===== src/rtl/cpu_run_ctrl.sv =====
// Run controller: resets, releases and gates the CPU for one program run,
// then drains the pipeline and captures ANS0/ANS1 into result registers.
module cpu_run_ctrl #(
  parameter logic [31:0] HALT_PC      = 32'h0000_0040,
  parameter int          RST_CYCLES   = 2,
  parameter int          DRAIN_CYCLES = 5,
  parameter int          MAX_CYCLES   = 4096,
  parameter int          CNT_W        = 16
) (
  input  logic             clk,
  input  logic             rst,
  input  logic             start,
  input  logic             abort,
  input  logic [31:0]      number_in,
  input  logic             step_mode,
  input  logic             step,
  input  logic [31:0]      cpu_pc,
  input  logic [31:0]      cpu_ans0,
  input  logic [31:0]      cpu_ans1,
  output logic             cpu_rst,
  output logic             cpu_en,
  output logic [31:0]      cpu_number,
  output logic             busy,
  output logic             done,
  output logic             timeout,
  output logic [31:0]      ans0,
  output logic [31:0]      ans1,
  output logic [CNT_W-1:0] cycles
);

  typedef enum logic [2:0] {
    S_IDLE, S_CRST, S_RUN, S_DRAIN, S_DONE
  } state_t;

  localparam logic [CNT_W-1:0] RST_LD   = CNT_W'(RST_CYCLES - 1);
  localparam logic [CNT_W-1:0] DRN_LD   = CNT_W'(DRAIN_CYCLES - 1);
  localparam logic [CNT_W-1:0] CYC_LAST = CNT_W'(MAX_CYCLES - 1);

  state_t           state_q, state_d;
  logic             cpu_rst_q, cpu_rst_d;
  logic             busy_q, busy_d;
  logic             done_q, done_d;
  logic             timeout_q, timeout_d;
  logic [31:0]      number_q, number_d;
  logic [31:0]      ans0_q, ans0_d;
  logic [31:0]      ans1_q, ans1_d;
  logic [CNT_W-1:0] cycles_q, cycles_d;
  logic [CNT_W-1:0] rcnt_q, rcnt_d;
  logic [CNT_W-1:0] dcnt_q, dcnt_d;
  logic             active;
  logic             halt;

  assign active = (state_q == S_RUN) || (state_q == S_DRAIN);
  assign cpu_en = active & (!step_mode | step);
  assign halt   = (cpu_pc == HALT_PC);

  always_comb begin
    state_d   = state_q;
    timeout_d = timeout_q;
    number_d  = number_q;
    ans0_d    = ans0_q;
    ans1_d    = ans1_q;
    cycles_d  = cycles_q;
    rcnt_d    = rcnt_q;
    dcnt_d    = dcnt_q;
    unique case (state_q)
      S_IDLE: begin
        if (start) begin
          state_d   = S_CRST;
          number_d  = number_in;
          cycles_d  = '0;
          timeout_d = 1'b0;
          rcnt_d    = RST_LD;
        end
      end
      S_CRST: begin
        if (abort) state_d = S_IDLE;
        else if (rcnt_q == '0) state_d = S_RUN;
        else rcnt_d = rcnt_q - 1'b1;
      end
      S_RUN: begin
        if (abort) begin
          state_d = S_IDLE;
        end else begin
          if (cpu_en) cycles_d = cycles_q + 1'b1;
          // halt has priority over a coincident timeout
          if (halt) begin
            state_d = S_DRAIN;
            dcnt_d  = DRN_LD;
          end else if (cpu_en && cycles_q == CYC_LAST) begin
            state_d   = S_DRAIN;
            timeout_d = 1'b1;
            dcnt_d    = DRN_LD;
          end
        end
      end
      S_DRAIN: begin
        if (abort) begin
          state_d = S_IDLE;
        end else if (cpu_en) begin
          if (dcnt_q == '0) begin
            state_d = S_DONE;
            ans0_d  = cpu_ans0;
            ans1_d  = cpu_ans1;
          end else begin
            dcnt_d = dcnt_q - 1'b1;
          end
        end
      end
      S_DONE: state_d = S_IDLE;
      default: state_d = S_IDLE;
    endcase
    cpu_rst_d = (state_d == S_IDLE) || (state_d == S_CRST);
    busy_d    = (state_d != S_IDLE);
    done_d    = (state_d == S_DONE);
  end

  always_ff @(posedge clk) begin
    if (rst) begin
      state_q   <= S_IDLE;
      cpu_rst_q <= 1'b1;
      busy_q    <= 1'b0;
      done_q    <= 1'b0;
      timeout_q <= 1'b0;
      number_q  <= '0;
      ans0_q    <= '0;
      ans1_q    <= '0;
      cycles_q  <= '0;
      rcnt_q    <= '0;
      dcnt_q    <= '0;
    end else begin
      state_q   <= state_d;
      cpu_rst_q <= cpu_rst_d;
      busy_q    <= busy_d;
      done_q    <= done_d;
      timeout_q <= timeout_d;
      number_q  <= number_d;
      ans0_q    <= ans0_d;
      ans1_q    <= ans1_d;
      cycles_q  <= cycles_d;
      rcnt_q    <= rcnt_d;
      dcnt_q    <= dcnt_d;
    end
  end

  assign cpu_rst    = cpu_rst_q;
  assign cpu_number = number_q;
  assign busy       = busy_q;
  assign done       = done_q;
  assign timeout    = timeout_q;
  assign ans0       = ans0_q;
  assign ans1       = ans1_q;
  assign cycles     = cycles_q;

endmodule


===== config.mk =====
export PLATFORM = sky130hd
export DESIGN_NAME = cpu_run_ctrl
export DESIGN_NICKNAME = d
export VERILOG_FILES = /design/src/rtl/cpu_run_ctrl.sv
export SDC_FILE = /design/constraint.sdc
export NUM_CORES = 1
export LEC_CHECK = 0
export ABC_AREA = 1
export BUFFER_PORTS_ARGS = -buffer_cell sky130_fd_sc_hd__buf_4
export CAP_MARGIN = 20
export CORE_MARGIN = 1.5
export CORE_UTILIZATION = 50
export CTS_CLUSTER_SIZE = 28
export DETAILED_ROUTE_END_ITERATION = 6
export PLACE_DENSITY = 0.89
export SLEW_MARGIN = 10
export SYNTH_ARGS = -nofsm -noshare
export SYNTH_HDL_FRONTEND = slang
export SYNTH_SLANG_ARGS = --single-unit

===== constraint.sdc =====
create_clock -name clk -period 1.9 [get_ports clk]
set_input_delay 0.19 -clock clk [delete_from_list [all_inputs] [get_ports clk]]
set_output_delay 0.19 -clock clk [all_outputs]
set_load 0.03 [all_outputs]

==> results.txt <==
Mapped Cells -> 1016
Yosys cell types -> 31
I/O Buffers -> 250
reg-to-reg endpoint -> ans0[26]$_SDFFE_PP0P_
Post-synth EDFFs -> 0
worst r2r src -> dcnt_q[10]$_SDFFE_PP0P_
nets -> 1443
clk sink count -> 151
Max Used Layer -> met4
Worst Reg-to-Reg Cells -> 9
synth warn -> 0
Hold Path Sink -> ans0[3]$_SDFFE_PP0P_
total length of routed wires -> 24.30 mm
IO Count -> 251
Critical-path top delay cell -> dfxtp_1
Post-synth ARST share -> 0
measured slew at the worst slew-check pin -> 0.7606 ns
Skew-Pair Late Insertion Delay -> 0.42 ns
WHS Path Cells -> 3
fill count -> 958
Post-Route M1 WL -> 9.003 mm
1st-pass router iterations -> 5
setup violators final -> 1
WP buf/inv -> 2
Placed Cells -> 1423
DRT antenna net count -> 0
leakage -> 4.964 nW
area of the core -> 0.01377 mm²
first-pass GRT wire length -> 35.71 mm
failing checks -> negative setup slack
skew final -> 0.01720 ns
share of layout cells above drive strength 1 -> 0.3010
Worst EP arrival -> 2.24 ns
routed wl met3 -> 2.044 mm
worst hold slack -> 0.007771 ns
max incr delay on CP -> 0.36 ns
top_reg_cell synth -> dfxtp_1
Final Hold Fails -> 0
Hold Path Class -> input pin to flip-flop
grt total ovfl -> 0
Final period util -> 1.007
wire per inst -> 16.21 µm
Setup TNS -> -0.01280 ns
Avg Inst Size Synth -> 6.893 µm²
most frequent CP cell -> nor2_1
fin crit period -> 1.913 ns
FF-to-FF setup slack -> -0.01 ns
pin count of the biggest net entering global routing -> 71
outcome -> complete, but fails checks
Post-Synthesis Net Count -> 1153
Worst VDD drop -> 0.0007782 V
CTS Buf Count -> 17
CTS max path bufs -> 2
DR vias/cell -> 5.359
required time worst endpoint -> 2.23 ns
Area Growth Syn to Fin -> 46.85%
critical path's top delay family -> simple AND/OR/NAND/NOR gates
die height -> 121.3 µm
DIE AREA -> 0.01472 mm²
# diodes -> 0
Critical Path Fanout Max -> 11
initial antenna violation count -> 0
CTS tree -> built
via count -> 8033
fmax -> 522.8 MHz
CP Launch Type -> flip-flop
Initial Utilization -> 0.5084
final core utilization -> 0.7466
non-filler cells, final -> 1499
CP Capture Type -> flip-flop
sequential area share after synthesis -> 0.4317
Mapped Area -> 0.007003 mm²
#FFs+latches synth -> 151
std cell rows -> 43
hpwl dp -> 14.42 mm
Final WS setup -> -0.01280 ns
DR WL met2 -> 12.08 mm
post-synth top area share -> 0.4317
die width -> 121.3 µm
Worst-path clk slew -> 0.07 ns
GP Congestion -> 0.8987
total track usage -> 0.3066
clk root buf -> clkbuf_16
Critical Setup Path Class -> flip-flop to flip-flop
area leader, netlist -> dfxtp_1
Design Power -> 7.946 mW
Residual DRC -> 0
HP Start -> cpu_ans0[3]
most common cell in the netlist -> nor2_1
Rel. slew slack -> 0.4929
H-tree depth -> 4
synth cell count leaders -> nor2_1 (208), nand2_1 (195), dfxtp_1 (151)
Final Slew Violations -> 0
Max-Cap Viols -> 0
synth top area cells -> dfxtp_1 (43%), nor2_1 (11%), nand2_1 (10%), nand3_1 (6.1%), a21oi_1 (5.4%)
Pwr Density -> 772.7 mW/mm²
CP Cell Sequence -> nor2_2 -> nand3_1 -> nor2_1 -> nand3_2 -> nor2_4 -> buf_4 -> clkbuf_16 -> o21ai_0 -> nor2_1
number of global-route vias before repair -> 7503
starting DRC count in detailed routing -> 633
where the power goes:
| part | switching (mW) | total, mW | internal, mW |
|---|---|---|---|
| Clock | 1.37 | 3.51 | 2.14 |
| Combinational | 0.636 | 1.14 | 0.501 |
| Sequential | 0.0536 | 3.30 | 3.24 |
| Total | 2.06 | 7.95 | 5.89 |
cell usage in the layout, fill, tap and decap left out, types with 3 or more instances in the layout:
cell           instances
a21oi_1               75
o21ai_1                3
nor2_2                45
nor3_1                 9
nand4_1               16
nand2_2                3
buf_12                 4
dlygate4sd3_1         36
xor2_1                12
nand2_1              193
nor2_4                 3
nand3_2                6
bufinv_16              3
nand3_1               83
nor2_1               202
inv_1                 66
clkinv_2               3
clkinv_4               3
dfxtp_1              149
clkbuf_16             20
inv_2                  8
xnor2_1                3
o21ai_0               67
buf_4                277
how the worst max path moves through the flow:
| stage | start | to | slack, ns | cells after the start |
|---|---|---|---|---|
| final | dcnt_q[10]$_SDFFE_PP0P_ | ans0[26]$_SDFFE_PP0P_ | -0.01 | 9 |
| after global routing | dcnt_q[0]$_SDFFE_PP0P_ | ans0[26]$_SDFFE_PP0P_ | -0.10 | 10 |
| after CTS | cycles[0]$_SDFFE_PP0P_ | dcnt_q[10]$_SDFFE_PP0P_ | 0.007 | 8 |
| after detailed placement | cycles[0]$_SDFFE_PP0P_ | dcnt_q[5]$_SDFFE_PP0P_ | -0.01 | 8 |
| after global placement | cycles[0]$_SDFFE_PP0P_ | dcnt_q[0]$_SDFFE_PP0P_ | 0.08 | 8 |
| after floorplan | cycles[0]$_SDFFE_PP0P_ | dcnt_q[5]$_SDFFE_PP0P_ | 0.11 | 9 |
final cells by class:
cell class / instances / area [µm²] / area share
Clock inverter: 11 / 147.6 / 0.01436
Sequential cell: 151 / 3025 / 0.2942
Timing Repair Buffer: 321 / 2606 / 0.2534
Inverter: 76 / 289.0 / 0.02811
Tap cell: 180 / 225.2 / 0.02190
Clock buffer: 21 / 460.4 / 0.04477
Multi-Input combinational cell: 739 / 3530 / 0.3432
sequential cells by signal (all words and copies together), names as in the netlist:
name,flops
ans0,32
ans1,32
cpu_number,32
cycles,16
dcnt_q,16
rcnt_q,16
state_q,3
busy,1
cpu_rst,1
done,1
timeout,1
through the flow:
stage	setup slack, ns	cell area, µm²
after global routing	-0.1013	10280
after CTS	0.006876	10060
after floorplan	0.1052	7005
after global placement	0.07817	9089
after detailed placement	-0.01091	9089
final	-0.01280	10280
layer usage:
layer  vias up  track usage
li1       3831            -
met1      3659       0.3532
met3        91      0.08365
met4         0       0.1728
met2       452       0.5120
met5         -            0
worst register-to-register path, delay by kind of cell, from the launching register on:
kind	cells	cell delay [ns]
simple gates	6	1.05
flops	1	0.36
buf+inv	2	0.32
compound gates	1	0.09
logic make-up after synthesis:
group                    Yosys count  synth area share
AND/OR/NAND/NOR                  572            0.3572
buffers and inverters            126           0.07879
AO/OA/AOI/OAI                    149            0.1083
XOR/XNOR                          15           0.01876
flip-flops                       151            0.4317
adder cells (fa/ha/maj)            3          0.005361
timing repair:
item | 4_1_cts | 5_1_grt
cloned | 0 | 3
setup endpoints to repair | 9 | 92
hold endpoints to repair | 34 | 2
hold buffers | 34 | 2
resized for setup | 3 | 21
setup buffers | 1 | 4
pin swaps | 1 | 7
Note: power is estimated with default switching activity, not from simulation.
